===== config.mk =====
export PLATFORM = sky130hd
export DESIGN_NAME = muldiv_unit_flat
export DESIGN_NICKNAME = d
export VERILOG_FILES = /design/src/rtl/muldiv_unit_if.sv /design/src/rtl/muldiv_unit.sv /design/src/flat_wrapper.sv
export SDC_FILE = /design/constraint.sdc
export NUM_CORES = 1
export LEC_CHECK = 0
export ABC_AREA = 1
export BUFFER_PORTS_ARGS = -buffer_cell sky130_fd_sc_hd__buf_2
export CAP_MARGIN = 20
export CORE_MARGIN = 8
export CORE_UTILIZATION = 35
export CTS_CLUSTER_DIAMETER = 30
export DETAILED_ROUTE_END_ITERATION = 10
export PLACE_DENSITY_LB_ADDON = 0.1
export SLEW_MARGIN = 10
export SYNTH_ARGS = -nofsm -noshare
export SYNTH_HDL_FRONTEND = slang
export SYNTH_SLANG_ARGS = --single-unit

===== constraint.sdc =====
create_clock -name CLK -period 4.1 [get_ports CLK]
set_input_delay 0.41 -clock CLK [delete_from_list [all_inputs] [get_ports CLK]]
set_output_delay 0.41 -clock CLK [all_outputs]
set_load 0.005 [all_outputs]

===== src/rtl/muldiv_unit_if.sv =====
// Request/response bundle between the EX stage (master) and the iterative
// RV32M multiply/divide unit (slave).
interface muldiv_unit_if #(
  parameter int XLEN = 32
);
  logic            START;
  logic            FLUSH;
  logic [2:0]      OP;
  logic [XLEN-1:0] OPERAND_A;
  logic [XLEN-1:0] OPERAND_B;
  logic [4:0]      RD_ADDR_IN;
  logic            BUSY;
  logic            DONE;
  logic [XLEN-1:0] RESULT;
  logic [4:0]      RD_ADDR_OUT;

  modport master (
    output START, FLUSH, OP, OPERAND_A, OPERAND_B, RD_ADDR_IN,
    input  BUSY, DONE, RESULT, RD_ADDR_OUT
  );

  modport slave (
    input  START, FLUSH, OP, OPERAND_A, OPERAND_B, RD_ADDR_IN,
    output BUSY, DONE, RESULT, RD_ADDR_OUT
  );
endinterface


===== src/rtl/muldiv_unit.sv =====
// Iterative RV32M multiply/divide unit: shift-add multiply and restoring divide on
// operand magnitudes, UNROLL bits per CALC cycle, START/BUSY/DONE handshake with FLUSH abort.
module muldiv_unit #(
  parameter int XLEN   = 32,
  parameter int UNROLL = 1
) (
  input  logic         CLK,
  input  logic         RESET,
  muldiv_unit_if.slave bus
);
  localparam int N  = XLEN / UNROLL;
  localparam int CW = (N > 1) ? $clog2(N) : 1;
  localparam logic [XLEN-1:0] INT_MIN = {1'b1, {(XLEN-1){1'b0}}};

  typedef enum logic [2:0] {
    OP_MUL  = 3'b000, OP_MULH = 3'b001, OP_MULHSU = 3'b010, OP_MULHU = 3'b011,
    OP_DIV  = 3'b100, OP_DIVU = 3'b101, OP_REM    = 3'b110, OP_REMU  = 3'b111
  } op_e;

  typedef enum logic [1:0] {S_IDLE, S_CALC, S_DONE} state_e;

  state_e            state_q;
  logic [CW-1:0]     count_q;
  op_e               op_q;
  logic [4:0]        rd_q;
  logic              neg_q;
  // a_q: multiplier (shifts right) or dividend becoming quotient (shifts left).
  // b_q: multiplicand (shifts left) or divisor in the low half.
  // acc_q: product, or partial remainder in the low XLEN+1 bits.
  logic [XLEN-1:0]   a_q;
  logic [2*XLEN-1:0] b_q;
  logic [2*XLEN-1:0] acc_q;
  logic              busy_q, done_q;
  logic [XLEN-1:0]   result_q;
  logic [4:0]        rd_out_q;

  assign bus.BUSY        = busy_q;
  assign bus.DONE        = done_q;
  assign bus.RESULT      = result_q;
  assign bus.RD_ADDR_OUT = rd_out_q;

  // Accept-time decode of signedness, magnitudes and the RISC-V special cases.
  op_e             op_in;
  logic            in_div, in_rem, neg_a, neg_b, div_zero, div_ovf, fast;
  logic [XLEN-1:0] mag_a, mag_b, fast_result;

  always_comb begin
    op_in    = op_e'(bus.OP);
    in_div   = bus.OP[2];
    in_rem   = bus.OP[2] & bus.OP[1];
    neg_a    = (op_in inside {OP_MULH, OP_MULHSU, OP_DIV, OP_REM}) & bus.OPERAND_A[XLEN-1];
    neg_b    = (op_in inside {OP_MULH, OP_DIV, OP_REM}) & bus.OPERAND_B[XLEN-1];
    mag_a    = neg_a ? -bus.OPERAND_A : bus.OPERAND_A;
    mag_b    = neg_b ? -bus.OPERAND_B : bus.OPERAND_B;
    div_zero = in_div && (bus.OPERAND_B == '0);
    div_ovf  = in_div && !bus.OP[0] && (bus.OPERAND_A == INT_MIN) && (bus.OPERAND_B == '1);
    fast     = div_zero || div_ovf;
    if (div_zero) fast_result = in_rem ? bus.OPERAND_A : '1;
    else          fast_result = in_rem ? '0 : bus.OPERAND_A;
  end

  logic              calc_div;
  logic [2*XLEN-1:0] prod_nx, mcand_nx, prod_fix;
  logic [XLEN-1:0]   a_nx, quo_fix, rem_fix, calc_result;
  logic [XLEN:0]     rem_nx;

  assign calc_div = op_q[2];

  // NOTE: every always_comb output gets a default first so no path leaves a latch.
  always_comb begin
    prod_nx  = acc_q;
    mcand_nx = b_q;
    a_nx     = a_q;
    rem_nx   = acc_q[XLEN:0];
    for (int j = 0; j < UNROLL; j++) begin
      if (calc_div) begin
        rem_nx = {rem_nx[XLEN-1:0], a_nx[XLEN-1]};
        a_nx   = a_nx << 1;
        if (rem_nx >= {1'b0, b_q[XLEN-1:0]}) begin
          rem_nx  = rem_nx - {1'b0, b_q[XLEN-1:0]};
          a_nx[0] = 1'b1;
        end
      end else begin
        if (a_nx[0]) prod_nx = prod_nx + mcand_nx;
        mcand_nx = mcand_nx << 1;
        a_nx     = a_nx >> 1;
      end
    end
    prod_fix = neg_q ? -prod_nx : prod_nx;
    quo_fix  = neg_q ? -a_nx : a_nx;
    rem_fix  = neg_q ? -rem_nx[XLEN-1:0] : rem_nx[XLEN-1:0];
    case (op_q)
      OP_MUL:                       calc_result = prod_fix[XLEN-1:0];
      OP_MULH, OP_MULHSU, OP_MULHU: calc_result = prod_fix[2*XLEN-1:XLEN];
      OP_DIV, OP_DIVU:              calc_result = quo_fix;
      default:                      calc_result = rem_fix;
    endcase
  end

  // NOTE: sequential state uses non-blocking assignments only, so every register
  // samples the pre-edge values regardless of statement order.
  always_ff @(posedge CLK) begin
    if (!RESET) begin
      state_q  <= S_IDLE;
      count_q  <= '0;
      op_q     <= OP_MUL;
      rd_q     <= '0;
      neg_q    <= 1'b0;
      a_q      <= '0;
      b_q      <= '0;
      acc_q    <= '0;
      busy_q   <= 1'b0;
      done_q   <= 1'b0;
      result_q <= '0;
      rd_out_q <= '0;
    end else begin
      done_q <= 1'b0;
      if (bus.FLUSH) begin
        state_q <= S_IDLE;
        busy_q  <= 1'b0;
      end else begin
        case (state_q)
          S_CALC: begin
            acc_q   <= calc_div ? {{(XLEN-1){1'b0}}, rem_nx} : prod_nx;
            a_q     <= a_nx;
            b_q     <= mcand_nx;
            count_q <= count_q + CW'(1);
            if (count_q == CW'(N - 1)) begin
              state_q  <= S_DONE;
              busy_q   <= 1'b0;
              done_q   <= 1'b1;
              result_q <= calc_result;
              rd_out_q <= rd_q;
            end
          end
          default: begin
            // IDLE and DONE both accept a new request, giving back-to-back issue.
            state_q <= S_IDLE;
            if (bus.START) begin
              op_q    <= op_in;
              rd_q    <= bus.RD_ADDR_IN;
              neg_q   <= in_rem ? neg_a : (neg_a ^ neg_b);
              count_q <= '0;
              acc_q   <= '0;
              a_q     <= in_div ? mag_a : mag_b;
              b_q     <= {{XLEN{1'b0}}, (in_div ? mag_b : mag_a)};
              if (fast) begin
                state_q  <= S_DONE;
                done_q   <= 1'b1;
                result_q <= fast_result;
                rd_out_q <= bus.RD_ADDR_IN;
              end else begin
                state_q <= S_CALC;
                busy_q  <= 1'b1;
              end
            end
          end
        endcase
      end
    end
  end
endmodule

===== src/flat_wrapper.sv =====
// flat-port wrapper written by rule: the top's interface ports become plain ports
module muldiv_unit_flat 
#(
  parameter int XLEN   = 32,
  parameter int UNROLL = 1
)
  (CLK, RESET, bus_START, bus_FLUSH, bus_OP, bus_OPERAND_A, bus_OPERAND_B, bus_RD_ADDR_IN, bus_BUSY, bus_DONE, bus_RESULT, bus_RD_ADDR_OUT);
  muldiv_unit_if #(.XLEN(XLEN)) bus_i ();
  input  logic CLK;
  input  logic RESET;
  input wire logic [$bits(bus_i.START)-1:0] bus_START;
  input wire logic [$bits(bus_i.FLUSH)-1:0] bus_FLUSH;
  input wire logic [$bits(bus_i.OP)-1:0] bus_OP;
  input wire logic [$bits(bus_i.OPERAND_A)-1:0] bus_OPERAND_A;
  input wire logic [$bits(bus_i.OPERAND_B)-1:0] bus_OPERAND_B;
  input wire logic [$bits(bus_i.RD_ADDR_IN)-1:0] bus_RD_ADDR_IN;
  output wire logic [$bits(bus_i.BUSY)-1:0] bus_BUSY;
  output wire logic [$bits(bus_i.DONE)-1:0] bus_DONE;
  output wire logic [$bits(bus_i.RESULT)-1:0] bus_RESULT;
  output wire logic [$bits(bus_i.RD_ADDR_OUT)-1:0] bus_RD_ADDR_OUT;
  assign bus_i.START = bus_START;
  assign bus_i.FLUSH = bus_FLUSH;
  assign bus_i.OP = bus_OP;
  assign bus_i.OPERAND_A = bus_OPERAND_A;
  assign bus_i.OPERAND_B = bus_OPERAND_B;
  assign bus_i.RD_ADDR_IN = bus_RD_ADDR_IN;
  assign bus_BUSY = bus_i.BUSY;
  assign bus_DONE = bus_i.DONE;
  assign bus_RESULT = bus_i.RESULT;
  assign bus_RD_ADDR_OUT = bus_i.RD_ADDR_OUT;
  muldiv_unit #(.XLEN(XLEN), .UNROLL(UNROLL)) u_core (.CLK(CLK), .RESET(RESET), .bus(bus_i));
endmodule

; Word level (Yosys, flattened, before mapping)
; Index checks and enable logic that the tools add are counted.
[classes]
addsub = 8
magnitude_cmp = 1
eq_ne = 16
n_mux = 48
bitwise_logic = 7
reduce_logical = 20
[ops]
columns = operator, n
row1 = $mux 64, 9
row2 = $mux 32, 16
row3 = $neg 32->32, 4
row4 = $pmux 32 s3, 1
row5 = $mux 33, 2
row6 = $add 64x64->64, 1
row7 = $eq 32x32->1 const B, 2
row8 = $neg 64->64, 1
row9 = $ge 33x32->1, 1
row10 = $sub 33x32->33, 1
row11 = $logic_not 32->1, 1
row12 = $mux 5, 6
row13 = $eq 3x3->1 const B, 4
row14 = $mux 1, 10
row15 = $eq 3x2->1 const B, 3
row16 = $reduce_and 3->1, 3
row17 = $mux 2, 4
row18 = $eq 3x1->1 const B, 2
row19 = $add 5x1->5 const B, 1
row20 = $eq 5x5->1 const B, 1
row21 = $logic_and 1x1->1, 4
row22 = $ne 2x2->1 const B, 2
row23 = $reduce_and 4->1, 1
row24 = $reduce_bool 2->1, 2
row25 = 13 further kinds, 18
[totals]
register_bits = 215
in_bits = 76
output_inout_bits = 39
wordCells = 112

; Longest topological paths before layout
; Gate-level depths: netlist (run 1).
[logic_depth]
depth_word = 8
depth_mapped = 32
mapped_depth_nobuf = 31

; Least setup slack after synthesis (run 1)
; Ideal clock, no wire load.
[synth_timing]
path_kind = register to register
start = register u_core.b_q[7]
end = register u_core.result_q[30] (netlist: u_core.bus.RESULT[30])
setup_time_ns = 0.122
arrival_ns = 3.507
setup_slack_ns = 0.472
stages_incl_launch_ff = 30
period_less_slack_ns = 3.628
path_cell_list = dfxtp_1 -> inv_1 -> ha_1 -> nand2_1 -> inv_2 -> a21oi_2 -> nand3_2 -> nand2_1 -> nand3_2 -> nand2_2 -> nand2_4 -> buf_6 -> o21bai_4 -> ha_1 -> inv_1 -> nor3_1 -> nand2_1 -> nor3_2 -> nand2_1 -> nor2_2 -> a41oi_1 -> o21bai_4 -> nor2_1 -> nand2_1 -> nand3_1 -> nand2_1 -> a21oi_1 -> nand2_1 -> nand3_2 -> a21oi_2
[synth_via]
elab_chain_cells = 8
[synth_lines]
columns = element, line_no
row1 = from (decl), muldiv_unit.sv:31  ; logic [2*XLEN-1:0] b_q;
row2 = from (signal assigned), muldiv_unit.sv:126  ; b_q <= mcand_nx;
row3 = from (signal assigned), muldiv_unit.sv:146  ; b_q <= {{XLEN{1'b0}}, (in_div ? mag_b : mag_a)};
row4 = $add 64x64->64 (tied with other cells), muldiv_unit.sv:84  ; if (a_nx[0]) prod_nx = prod_nx + mcand_nx;
row5 = $mux 64 (tied with other cells), muldiv_unit.sv:84
row6 = $mux 64 (tied with other cells), muldiv_unit.sv:76  ; if (calc_div) begin
row7 = $neg 64->64 (tied with other cells), muldiv_unit.sv:89  ; prod_fix = neg_q ? -prod_nx : prod_nx;
row8 = $mux 64 (tied with other cells), muldiv_unit.sv:89
row9 = $pmux 32 s3 (*), muldiv_unit.sv:92  ; case (op_q)
row10 = $mux 32 (*), muldiv_unit.sv:128  ; if (count_q == CW'(N - 1)) begin
row11 = $mux 32 (*), muldiv_unit.sv:122  ; case (state_q)
row12 = to (signal assigned), muldiv_unit.sv:132  ; result_q <= calc_result;
row13 = to (signal assigned), muldiv_unit.sv:150  ; result_q <= fast_result;
row14 = to (decl), muldiv_unit.sv:34  ; logic [XLEN-1:0] result_q;
; Mark *: on every way between the ends. The rest lies on a longest branch, timed or not. The select of a mux whose other input is x is not followed.
; A chain may end at the register's enable or synchronous reset.

; Final worst setup path (run 1)
[layout_timing]
start = register u_core.acc_q[5]
end = register u_core.result_q[11] (netlist: u_core.bus.RESULT[11])
[layout_via]
elab_chain_cells = 8
[layout_lines]
columns = element, line_no
row1 = from (decl), muldiv_unit.sv:32  ; logic [2*XLEN-1:0] acc_q;
row2 = from (signal assigned), muldiv_unit.sv:124  ; acc_q <= calc_div ? {{(XLEN-1){1'b0}}, rem_nx} : prod_nx;
row3 = $add 64x64->64 (tied with other cells), muldiv_unit.sv:84
row4 = $mux 64 (tied with other cells), muldiv_unit.sv:84
row5 = $mux 64 (tied with other cells), muldiv_unit.sv:76
row6 = $neg 64->64 (tied with other cells), muldiv_unit.sv:89
row7 = $mux 64 (tied with other cells), muldiv_unit.sv:89
row8 = $pmux 32 s3 (*), muldiv_unit.sv:92
row9 = $mux 32 (*), muldiv_unit.sv:128
row10 = $mux 32 (*), muldiv_unit.sv:122
; Marks and branches as above.

==> impl_metrics.py, run 1 <==
metrics = {
    "layout": {
        "area_delta_synth_final_pct": 27.9,
        "final_cell_mix": "1,481 x nand2_1, 681 x inv_1, 423 x nor2_1",
        "fin_area_um2": 33600,
        "instances_no_fill": 6275,
        "mostFrequentLayoutCell": "nand2_1",
        "drive_gt1_frac": 0.181,
        "nNetsFinal": 5429,
    },
    "critical_path": {
        "endpoint_kind": "flop",
        "worstPathArrival_ps": 4480,
        "critPathLaunchType": "flop",
        "critPathKind": "flop to flop",
        "worstPathRequired_ps": 4650,
        "r2r_cells": 24,
        "critPathMaxFanout": 4,
    },
    "logic_synthesis": {
        "avgSynthCellArea_um2": 5.43,
        "syn_inst": 4836,
        "synth.distinct_cells": 60,
        "synth-seq-cells": 215,
        "synth_area_um2": 26300,
        "ys.flop_type": "dfxtp_1",
        "synth_async_sr_flop_share": 0,
        "syn_nets": 5017,
        "ys_seq_area_frac": 0.164,
        "synth-edff-count": 0,
        "synth_warnings": 0,
    },
    "placed_design": {
        "dp_hpwl_um": 111000,
        "placed_area_um2": 30400,
        "dp_cells": 6132,
        "io_buffer_count": 114,
        "finalWeightedCongestion": 1.00,
    },
    "cts": {
        "clockBufferDepth": 3,
        "hold_buffers": 0,
        "clock_sinks": 215,
        "clk_pin_slew_worst_paths_ps": 40,
        "cts_htree_levels": 3,
        "cts_tree": "yes",
        "cts_made_buffers": 71,
        "clk_latency_ps": 620,
        "cts_root_buf": "clkbuf_16",
    },
    "drt": {
        "drt-pass1-iter-count": 8,
        "avgRoutedWirePerCell_um": 21.7,
        "drc": 0,
        "vias": 33100,
        "viasPerCell": 5.28,
        "postRouteAntennaNets": 0,
        "drt_iter0_markers": 2908,
        "routed_wl_um": 136000,
    },
    "timing": {
        "fmax_ghz": 0.254,
        "clock_skew_ps": 57.0,
        "worstMarginPinSlew_ps": 941,
        "final_max_slew_viol_count": 0,
        "relSlewSlack": 0.366,
        "period_share": 0.960,
        "finalHoldViolations": 0,
        "setup_viol": 0,
        "rsz0062_at_grt": "yes",
        "fin_crit_ps": 3930,
    },
    "floorplanning": {
        "ioPinCount": 115,
        "die_area_um2": 84100,
        "die_width_um": 290,
        "die_y_um": 290,
        "core_um2": 74300,
        "initial_utilization": 0.353,
        "num_rows": 100,
    },
    "global_routing": {
        "grt_max_degree": 111,
        "grt_pass1_vias": 31500,
        "antenna_found_initial": 5,
        "grt_pass1_wl_um": 198000,
        "overflow": 0,
        "grt_usage": 0.307,
    },
    "status": {
        "status": "finished clean",
    },
    "power": {
        "power.density_nw_per_um2": 319,
        "fin_total_pwr_mw": 10.7,
        "irDropWorstVdd_v": 0.000268,
        "p_leak_nw": 17.1,
    },
    "min_path": {
        "min_path_cells": 3,
        "hp-class": "input pin to flop",
    },
    "job": {
        "max_cap_viol_count": 0,
    },
}
==> state kept, by name, summed over array words and instances (netlist names) <==
name,flops
u_core.bus.DONE,1
u_core.a_q,32
u_core.op_q,3
u_core.bus.RD_ADDR_OUT,5
u_core.acc_q,64
u_core.count_q,5
u_core.rd_q,5
u_core.b_q,64
u_core.bus.BUSY,1
u_core.state_q,2
u_core.neg_q,1
u_core.bus.RESULT,32
==> cell families after synthesis <==
group,count (synthesis),synth area share
adder cells (fa/ha/maj),105,0.0506
AND/OR/NAND/NOR,2643,0.429
flip-flops,215,0.164
buffers and inverters,893,0.132
XOR/XNOR,122,0.0407
multiplexers,1,0.000381
AO/OA/AOI/OAI,857,0.184
==> metal layers <==
layer,GRT usage,vias to the layer above,wire length [µm]
met2,0.500,1268,60800
met1,0.380,15200,56900
met3,0.0577,286,10000
met5,0,-,13
li1,-,16400,-
met4,0.168,2,8180
==> area by class of cell <==
type                       instances  area (µm²)
tap                              969        1210
fill                            8317       40700
sequential                       215        4320
clock inverter                    25         417
multi-input combinational       3728       19200
inverter                         715        2690
timing repair buffer             517        3710
clock buffer                     104        2060
antenna                            2        5.00
==> critical path: stages (launching register included) <==
cell	delay, ps
dfxtp_2	330
buf_4	170
ha_2	360
buf_4	120
nand2_1	90
nor2_1	160
nand2_1	100
nand3_2	90
nand2_1	50
nand2_1	180
o21bai_1	110
nor2_1	180
nand2_1	140
nor2_4	110
nand3_2	120
nor2_4	160
nand3_2	110
nor2_4	150
nand3_1	150
nand3_1	110
nand3_1	180
o211ai_1	160
nand3_1	180
buf_4	230
a21oi_1	110
==> cell usage after synthesis (9+ instances only) <==
master    instances  area share
a21oi_1         373       0.071
a221oi_1          9      0.0030
a22oi_1          12      0.0034
a31oi_1          24      0.0057
buf_1            18      0.0026
buf_2            37      0.0071
clkbuf_1        115       0.016
clkinv_1         11      0.0016
dfxtp_1         215        0.16
ha_1            103       0.049
inv_1           684       0.098
inv_2            19      0.0027
nand2_1        1518        0.22
nand2_2          31      0.0074
nand3_1         361       0.069
nand3_2          22      0.0084
nand3b_1         17      0.0049
nand4_1          80       0.019
nor2_1          454       0.065
nor2_2           27      0.0064
nor3_1           44      0.0084
nor4_1           14      0.0033
o211ai_1         44       0.013
o21a_1           21      0.0060
o21ai_0         252       0.048
o21ai_1          32      0.0061
o21bai_1         21      0.0060
o22ai_1          23      0.0055
or2_2            46       0.011
xnor2_1          30       0.010
xor2_1           92       0.031
==> power by group <==
part,switching [mW],leakage [nW],internal (mW),total [mW]
combinational,1.94,14.1,0.987,2.92
sequential,0.0442,1.75,2.16,2.20
clock,1.69,1.20,3.91,5.60
total,3.67,17.1,7.06,10.7
==> metrics by stage <==
step | worst slack, ps | hold slack [ps] | TNS [ps] | utilization
floorplan | 472 | 441 | 0 | -
global placement | -88.9 | 452 | -96.0 | 0.408
detailed placement | -115 | 458 | -177 | 0.408
CTS | 3.53 | 37.4 | 0 | 0.442
global route | -121 | 61.5 | -429 | 0.452
finish | 166 | 49.0 | 0 | 0.452
==> final timing paths <==
path,to,start,slack [ps]
min reg2reg,u_core.rd_q[0],u_core.rd_q[0],460
max,u_core.bus.RESULT[11],u_core.acc_q[5],170
max reg2reg,u_core.bus.RESULT[11],u_core.acc_q[5],170
min,u_core.rd_q[0],bus_RD_ADDR_IN[0],50
==> what timing repair did <==
item	CTS	global route
buffers inserted	0	12
pin swaps	0	22
cloned	0	0
hold endpoints to repair	0	0
endpoints found under the setup margin	5	32
resized for setup	8	158
No activity file was read; power rests on OpenSTA's default activity.
==> run 2: changes to the inputs <==
--- a/config.mk
+++ b/config.mk
@@ -8,6 +8,8 @@
 export ABC_AREA = 1
 export BUFFER_PORTS_ARGS = -buffer_cell sky130_fd_sc_hd__buf_2
 export CAP_MARGIN = 20
+export CELL_PAD_IN_SITES_DETAIL_PLACEMENT = 0
+export CELL_PAD_IN_SITES_GLOBAL_PLACEMENT = 1
 export CORE_MARGIN = 8
 export CORE_UTILIZATION = 35
 export CTS_CLUSTER_DIAMETER = 30
==> impl_metrics.py, run 2 (same netlist as run 1, synthesis figures left out) <==
metrics = {
    "floorplanning": {
        "ioPinCount": 115,
        "die_y_um": 290,
        "num_rows": 100,
        "die_area_um2": 84100,
        "initial_utilization": 0.353,
        "core_um2": 74300,
        "die_width_um": 290,
    },
    "power": {
        "seqPwrFrac": 0.203,
        "clock_power_share": 0.528,
        "irDropWorstVdd_v": 0.000261,
        "p_sw_mw": 3.62,
        "p_leak_nw": 17.1,
        "p_int_mw": 7.25,
        "power.density_nw_per_um2": 324,
        "p_sw_frac": 0.333,
        "combPwrFrac": 0.269,
    },
    "drt": {
        "drc": 0,
        "drt_iter0_markers": 3266,
        "routed_wl_um": 138000,
        "avgRoutedWirePerCell_um": 22.0,
        "vias": 33100,
        "viasPerCell": 5.28,
        "drt-pass1-iter-count": 9,
        "postRouteAntennaNets": 0,
    },
    "timing": {
        "relSlewSlack": 0.418,
        "clock_skew_ps": 27.6,
        "hold_ws_ps": 77.8,
        "worstMarginPinSlew_ps": 874,
        "period_share": 0.962,
        "finalHoldViolations": 0,
        "fmax_ghz": 0.253,
        "final_max_slew_viol_count": 0,
        "setup_tns_ps": 0,
        "fin_crit_ps": 3950,
        "setup_viol": 0,
        "rsz0062_at_grt": "yes",
    },
    "global_routing": {
        "antenna_found_initial": 3,
        "overflow": 0,
        "grt_pass1_vias": 31300,
        "grt_usage": 0.311,
        "grt_pass1_wl_um": 200000,
        "grt_max_degree": 88,
    },
    "layout": {
        "fin_util": 0.452,
        "fin_area_um2": 33600,
        "reg_top3": "u_core.acc_q (64), u_core.b_q (64)",
        "drive_gt1_frac": 0.180,
        "final_cell_mix": "1,487 x nand2_1, 682 x inv_1, 424 x nor2_1",
        "area_delta_synth_final_pct": 27.9,
        "fillCellCount": 8410,
        "mostFrequentLayoutCell": "nand2_1",
        "instances_no_fill": 6276,
        "nNetsFinal": 5434,
    },
    "placed_design": {
        "dp_hpwl_um": 113000,
        "io_buffer_count": 114,
        "finalWeightedCongestion": 0.993,
        "placed_area_um2": 30400,
        "dp_cells": 6137,
    },
    "cts": {
        "hold_buffers": 0,
        "clock_sinks": 215,
        "clk_pin_slew_worst_paths_ps": 50,
        "clk_latency_ps": 600,
        "clockBufferDepth": 3,
        "cts_root_buf": "clkbuf_16",
        "cts_htree_levels": 3,
        "cts_tree": "yes",
        "cts_made_buffers": 70,
    },
    "critical_path": {
        "endpoint_kind": "flop",
        "worstPathRequired_ps": 4640,
        "critPathLaunchType": "flop",
        "critPathKind": "flop to flop",
        "critPathMaxFanout": 5,
        "worstPathArrival_ps": 4480,
    },
    "status": {
        "status": "finished clean",
    },
    "job": {
        "max_cap_viol_count": 0,
    },
    "min_path": {
        "hp-class": "input pin to flop",
    },
}
run 2: cell count changes in the layout (fill, tap and decap cells not counted), sizes merged:
cell    previous run  this run
clkinv            22        17
buf              517       522
diode              2         1
inv              708       709
nand2           1550      1551
clkbuf           104       101
bufinv             7        10
run 2: cell type report:
cell class / instances / area (µm²) / area share
Tap cell: 969 / 1210 / 0.0361
Clock buffer: 101 / 2070 / 0.0617
Clock inverter: 24 / 444 / 0.0132
Timing Repair Buffer: 522 / 3740 / 0.111
Antenna cell: 1 / 2.50 / 0.0000745
Sequential cell: 215 / 4320 / 0.129
Multi-Input combinational cell: 3729 / 19100 / 0.569
Inverter: 715 / 2690 / 0.0801
run 2: what timing repair did:
item	CTS	global route
pin swaps	1	20
setup endpoints to repair	5	32
setup buffers	0	12
endpoints found under the hold margin	0	0
gates cloned	0	1
resized for setup	2	149
run 2: worst paths after layout:
path / from / endpoint / slack (ps) / depth (start not counted)
setup / recovery: u_core.acc_q[7] / u_core.bus.RESULT[7] / 150 / 26
hold / removal: bus_RD_ADDR_IN[3] / u_core.rd_q[3] / 80 / 3
setup reg to reg: u_core.acc_q[7] / u_core.bus.RESULT[7] / 150 / 26
hold reg to reg: u_core.b_q[63] / u_core.b_q[63] / 460 / 2
run 2: power by group through the flow:
stage / Sequential (mW) / Combinational [mW] / Clock (mW)
floorplan: 2.22 / 1.58 / 0
global placement: 2.24 / 2.78 / 0
detailed placement: 2.24 / 2.77 / 0
CTS: 2.20 / 2.78 / 5.78
global route: 2.21 / 3.15 / 5.90
finish: 2.21 / 2.92 / 5.74
run 2: layer usage:
layer  vias to the layer above  track usage  share of wire
met4                         2        0.141          0.051
met2                      1191        0.522           0.46
li1                      16400            -              -
met5                         -            0        0.00014
met1                     15300        0.397           0.42
met3                       253       0.0364          0.067
run 2: worst max-delay path, cell delays in order (launching register included):
cell and delay [ps]:
dfxtp_1 380, buf_4 210, ha_2 330, nand2_2 130, inv_1 50, nand2_1 60
nand2_1 100, inv_1 90, nand2_1 100, buf_4 160, nand2_1 60, nand3_2 130
or2_1 230, nand3_1 150, nand2_1 120, inv_2 90, nand2_1 70, inv_1 60
nand4_1 120, nor2_4 180, nand2_1 110, buf_4 140, nand2_1 60, xor2_1 310
a21oi_1 110, o21a_1 220, nor2_1 90
run 2: stage by stage:
step | setup WS (ps) | total power [mW]
global route | -32.1 | 11.3
CTS | 19.9 | 10.8
floorplan | 472 | 3.80
finish | 154 | 10.9
detailed placement | -27.8 | 5.01
global placement | 28.1 | 5.02
